--- config.mk ---
export PLATFORM = sky130hd
export DESIGN_NAME = inst_queue_flat
export DESIGN_NICKNAME = d
export VERILOG_FILES = /design/src/rtl/inst_queue_if.sv /design/src/rtl/inst_queue.sv /design/src/flat_wrapper.sv
export SDC_FILE = /design/constraint.sdc
export NUM_CORES = 1
export LEC_CHECK = 0
export ABC_AREA = 1
export CAP_MARGIN = 20
export CORE_ASPECT_RATIO = 0.9
export CORE_MARGIN = 10
export CORE_UTILIZATION = 43
export CTS_BUF_LIST = sky130_fd_sc_hd__clkbuf_4 sky130_fd_sc_hd__clkbuf_8 sky130_fd_sc_hd__clkbuf_16
export DETAILED_ROUTE_END_ITERATION = 8
export SYNTH_ARGS = -nofsm -noshare
export SYNTH_HDL_FRONTEND = slang
export SYNTH_SLANG_ARGS = --single-unit
--- constraint.sdc ---
create_clock -name clk -period 7.3 [get_ports clk]
set_clock_uncertainty 0.15 [all_clocks]
set_input_delay 2.19 -clock clk [delete_from_list [all_inputs] [get_ports clk]]
set_output_delay 2.19 -clock clk [all_outputs]
set_load 0.05 [all_outputs]
--- src/rtl/inst_queue_if.sv ---
// Fetch-to-decoder handshake bundle for the instruction queue.
// The master modport is the fetch/decoder side; the slave modport is the queue.
interface inst_queue_if #(
   parameter int INST_WIDTH     = 32,
   parameter int ADDR_WIDTH     = 17,
   parameter int QUEUE_SIZE_LOG = 4
);
   logic                             inst_queue_entry_valid;
   logic [ADDR_WIDTH+INST_WIDTH-1:0] inst_queue_entry;
   logic                             inst_queue_ready;
   logic                             dec_ready;
   logic                             dec_valid;
   logic [ADDR_WIDTH-1:0]            dec_pc;
   logic [INST_WIDTH-1:0]            dec_inst;
   logic [QUEUE_SIZE_LOG:0]          queue_count;

   modport master (
      output inst_queue_entry_valid,
      output inst_queue_entry,
      output dec_ready,
      input  inst_queue_ready,
      input  dec_valid,
      input  dec_pc,
      input  dec_inst,
      input  queue_count
   );

   modport slave (
      input  inst_queue_entry_valid,
      input  inst_queue_entry,
      input  dec_ready,
      output inst_queue_ready,
      output dec_valid,
      output dec_pc,
      output dec_inst,
      output queue_count
   );
endinterface

--- src/rtl/inst_queue.sv ---
// Circular FIFO of {pc, instruction} entries between fetch and decode.
// Flush (branch redirect) and reset empty the queue; rdy=0 freezes all state.
module inst_queue #(
   parameter int INST_WIDTH     = 32,
   parameter int ADDR_WIDTH     = 17,
   parameter int QUEUE_SIZE_LOG = 4
) (
   input  logic         clk,
   input  logic         rst,
   input  logic         rdy,
   input  logic         flush,
   inst_queue_if.slave  q
);
   localparam int ENTRY_WIDTH = ADDR_WIDTH + INST_WIDTH;
   localparam int DEPTH       = 2 ** QUEUE_SIZE_LOG;
   localparam logic [QUEUE_SIZE_LOG:0]   FULL_COUNT = DEPTH[QUEUE_SIZE_LOG:0];
   localparam logic [QUEUE_SIZE_LOG:0]   CNT_ONE    = 1;
   localparam logic [QUEUE_SIZE_LOG-1:0] PTR_ONE    = 1;

   logic [ENTRY_WIDTH-1:0]    storage [DEPTH];
   logic [QUEUE_SIZE_LOG-1:0] head;
   logic [QUEUE_SIZE_LOG-1:0] tail;
   logic [QUEUE_SIZE_LOG:0]   count;

   logic                      empty;
   logic                      full;
   logic                      active;
   logic                      push;
   logic                      pop;
   logic [ENTRY_WIDTH-1:0]    head_entry;

   // Handshakes are masked during reset, stall and flush so no transfer can slip through.
   always_comb begin
      empty  = (count == '0);
      full   = (count == FULL_COUNT);
      active = rst & rdy & ~flush;
      q.inst_queue_ready = active & ~full;
      q.dec_valid        = active & ~empty;
      push = q.inst_queue_entry_valid & q.inst_queue_ready;
      pop  = q.dec_valid & q.dec_ready;
   end

   always_comb begin
      head_entry    = storage[head];
      q.dec_pc      = head_entry[ENTRY_WIDTH-1:INST_WIDTH];
      q.dec_inst    = head_entry[INST_WIDTH-1:0];
      q.queue_count = count;
   end

   always_ff @(posedge clk) begin
      if (!rst) begin
         head  <= '0;
         tail  <= '0;
         count <= '0;
      end else if (rdy) begin
         if (flush) begin
            head  <= '0;
            tail  <= '0;
            count <= '0;
         end else begin
            if (push) tail <= tail + PTR_ONE;
            if (pop)  head <= head + PTR_ONE;
            case ({push, pop})
               2'b10:   count <= count + CNT_ONE;
               2'b01:   count <= count - CNT_ONE;
               default: count <= count;
            endcase
         end
      end
   end

   // Storage needs no reset: an entry is only read after it has been written.
   always_ff @(posedge clk) begin
      if (push) storage[tail] <= q.inst_queue_entry;
   end
endmodule

--- src/flat_wrapper.sv ---
// flat-port wrapper written by rule: the top's interface ports become plain ports
module inst_queue_flat 
#(
   parameter int INST_WIDTH     = 32,
   parameter int ADDR_WIDTH     = 17,
   parameter int QUEUE_SIZE_LOG = 4
)
  (clk, rst, rdy, flush, q_inst_queue_entry_valid, q_inst_queue_entry, q_dec_ready, q_inst_queue_ready, q_dec_valid, q_dec_pc, q_dec_inst, q_queue_count);
  inst_queue_if #(.INST_WIDTH(INST_WIDTH), .ADDR_WIDTH(ADDR_WIDTH), .QUEUE_SIZE_LOG(QUEUE_SIZE_LOG)) q_i ();
  input  logic clk;
  input  logic rst;
  input  logic rdy;
  input  logic flush;
  input wire logic [$bits(q_i.inst_queue_entry_valid)-1:0] q_inst_queue_entry_valid;
  input wire logic [$bits(q_i.inst_queue_entry)-1:0] q_inst_queue_entry;
  input wire logic [$bits(q_i.dec_ready)-1:0] q_dec_ready;
  output wire logic [$bits(q_i.inst_queue_ready)-1:0] q_inst_queue_ready;
  output wire logic [$bits(q_i.dec_valid)-1:0] q_dec_valid;
  output wire logic [$bits(q_i.dec_pc)-1:0] q_dec_pc;
  output wire logic [$bits(q_i.dec_inst)-1:0] q_dec_inst;
  output wire logic [$bits(q_i.queue_count)-1:0] q_queue_count;
  assign q_i.inst_queue_entry_valid = q_inst_queue_entry_valid;
  assign q_i.inst_queue_entry = q_inst_queue_entry;
  assign q_i.dec_ready = q_dec_ready;
  assign q_inst_queue_ready = q_i.inst_queue_ready;
  assign q_dec_valid = q_i.dec_valid;
  assign q_dec_pc = q_i.dec_pc;
  assign q_dec_inst = q_i.dec_inst;
  assign q_queue_count = q_i.queue_count;
  inst_queue #(.INST_WIDTH(INST_WIDTH), .ADDR_WIDTH(ADDR_WIDTH), .QUEUE_SIZE_LOG(QUEUE_SIZE_LOG)) u_core (.clk(clk), .rst(rst), .rdy(rdy), .flush(flush), .q(q_i));
endmodule
==> impl_metrics.yaml <==
run_status:
  status: "complete, no violations"
detailed_routing:
  wl_per_cell_microns: 22.9
  topRoutingLayerUsed: "met5"
  wl_met1_mm: 33.5
  routed-wl-met2_mm: 36.6
  viasPerCell: 5.48
  drtIter0Drc: 1852
  dr.pass1.iters: 5
  met3_length_mm: 4.40
  routed_wl_mm: 76.1
  dr_total_vias: 18190
  drc: 0
  ant_nets: 0
sta:
  finalSetupViolCount: 0
  finalHoldViolCount: 0
  tns_ns: 0
  max_slew_margin_pct: 19.5
  fin_crit_ns: 6.26
  slew_viol_final: 0
  min_period_over_period_pct: 85.8
  rsz0062_at_grt: "false"
  fmax_mhz: 160
  worst_slew_pin_slew_ns: 1.21
cts:
  clockBufferDepth: 3
  cts_post_setup_buffers_inserted: 0
  clk_pin_slew_ns: 0.06
  htreeDepth: 3
  clock_latency_ns: 0.62
  cts_tree: "yes"
  cts_root_buf: "clkbuf_16"
  cts_sinks: 801
  hold_buffers: 0
  post_cts_resized: 0
  cts_buffers: 83
power:
  ir_drop_mv: 0.165
  power_w: 0.00965
  leakage_nw: 12.0
  power.density_nw_per_um2: 262
global_routing:
  antenna_found_initial: 4
  grt_pass1_vias: 17912
  grt_usage_pct: 17.3
  grt_max_degree: 197
  grt_pass1_wl_mm: 113
  grt_overflow: 0
floorplanning:
  rows: 94
  die_x_microns: 308
  die_area_sq_um: 85900
  start_util_pct: 43.6
  core_sq_um: 73500
  dieHeight_microns: 279
  boundaryPins: 111
setup_path:
  end_kind: "output port"
  start_kind: "input pin"
  crit_path_top_delay_cell: "clkdlybuf4s50_1"
  crit_chain: "clkdlybuf4s50_1 -> nand2_1 -> nor2_2 -> nand2_1 -> inv_1 -> clkdlybuf4s50_1"
  required_ns: 4.96
  critical_path_class: "input pin to output port"
  crit_path_max_incr_delay_ns: 0.80
  arrival_ns: 3.92
  path_max_fanout: 5
place:
  numPortBuffers: 110
  hpwl_mm: 36.2
  place.gp.congestion: 0.750
  placed_cells: 3166
flow_run:
  maxCapViolCount: 0
synth:
  ys_ff_latch: 801
  syn_inst: 2202
  synth_top_family_by_area: "compound AO/OA/AOI/OAI gates"
  synthAdderAreaFrac_pct: 0.375
  synth_xor_area_share_pct: 0.0819
  synthMuxAreaShare_pct: 6.12
  yosysWarnings: 0
  syn_area_per_cell_sq_um: 14.6
  async_reset_ff_share_pct: 0
  syn_area_sq_um: 32100
  ys.flop_type: "edfxtp_1"
  synth_compound_area_share_pct: 11.6
  yosys.area_share.simple_pct: 2.48
  ys_seq_area_share_pct: 74.5
  synth_nets: 2266
  synth_edf_count: 784
  yosys.cell_types.count: 27
hold_path:
  hp-class: "flop to flop"
final_layout:
  drive_gt1_share_pct: 8.13
  fillers: 6037
  fin_nets: 2355
  final_common_cell: "edfxtp_1"
  fin_cells: 3322
  area_delta_synth_final_pct: 14.9
  final_cell_mix: "784 x edfxtp_1, 215 x inv_1, 213 x o21ai_0"
## power breakdown
part           internal (W)  switching, W
Sequential          0.00505    0.00000716
Combinational      0.000175      0.000354
Clock               0.00235       0.00171
## cell usage after synthesis, types with 2 or more instances
cell | n | area share, %
edfxtp_1 | 784 | 73
inv_1 | 217 | 2.5
o21ai_0 | 213 | 3.3
a21oi_1 | 208 | 3.2
mux2i_1 | 196 | 6.1
o211ai_1 | 196 | 4.6
nand2_1 | 92 | 1.1
clkbuf_1 | 65 | 0.76
nand3_1 | 60 | 0.94
buf_2 | 35 | 0.55
o21ai_1 | 30 | 0.47
nor2_1 | 26 | 0.30
dfxtp_1 | 17 | 1.1
buf_1 | 14 | 0.16
buf_6 | 11 | 0.39
buf_4 | 10 | 0.23
ha_1 | 8 | 0.31
nor3_1 | 5 | 0.078
clkbuf_4 | 4 | 0.094
buf_8 | 2 | 0.094
nor2_2 | 2 | 0.039
xor2_1 | 2 | 0.055
## flip-flops by register name, indices dropped and copies added, names as in the netlist, named ones only
name / count
u_core.head: 4
u_core.storage: 784
u_core.tail: 4
u_core.q.queue_count: 5
## through the flow
step	utilization (%)	hold slack, ns	worst slack [ns]	instance area, sq um
after floorplan	-	0.320	1.88	32100
after global placement	46.5	0.335	1.03	34200
after detailed placement	46.5	0.356	1.02	34200
after CTS	50.1	0.368	1.03	36800
after global routing	50.1	0.398	0.921	36800
final	50.1	0.360	1.04	36800
## routing by layer
| layer | GRT usage [%] | vias up |
|---|---|---|
| li1 | - | 8461 |
| met1 | 23.4 | 9098 |
| met2 | 28.7 | 515 |
| met3 | 3.11 | 112 |
| met4 | 4.50 | 4 |
| met5 | 0 | - |
## critical path, delay by kind of cell
kind | cells | cell delay [ns]
and+or+nand+nor | 3 | 0.34
buffers and inverters | 3 | 1.39
## logic make-up after synthesis
kind of cell | count (synthesis)
AOI/OAI and AO/OA | 647
DFF | 801
buffers and inverters | 359
muxes | 196
and+or+nand+nor | 187
adders and majority gates | 9
xor gates and xnor gates | 3
## cell type report
cell class | count | area (sq um) | area share, %
Sequential cell | 801 | 23900 | 64.9
Multi-Input combinational cell | 1042 | 6750 | 18.3
Clock buffer | 103 | 2270 | 6.16
Timing Repair Buffer | 145 | 1530 | 4.14
Tap cell | 960 | 1200 | 3.26
Inverter | 218 | 825 | 2.24
Clock inverter | 52 | 365 | 0.992
Antenna cell | 1 | 2.50 | 0.00679
## final timing paths
kind | startpoint | to | slack (ns) | cells after the start
setup reg to reg | u_core.q.queue_count[0]$_SDFFE_PN0P_ | u_core.storage[9][26]$_DFFE_PP_ | 4.25 | 7
hold / removal | u_core.q.queue_count[2]$_SDFFE_PN0P_ | u_core.q.queue_count[2]$_SDFFE_PN0P_ | 0.36 | 2
setup / recovery | rst | q_inst_queue_ready | 1.04 | 6
hold reg to reg | u_core.q.queue_count[2]$_SDFFE_PN0P_ | u_core.q.queue_count[2]$_SDFFE_PN0P_ | 0.36 | 2
No activity file was read; power rests on OpenSTA's default activity.
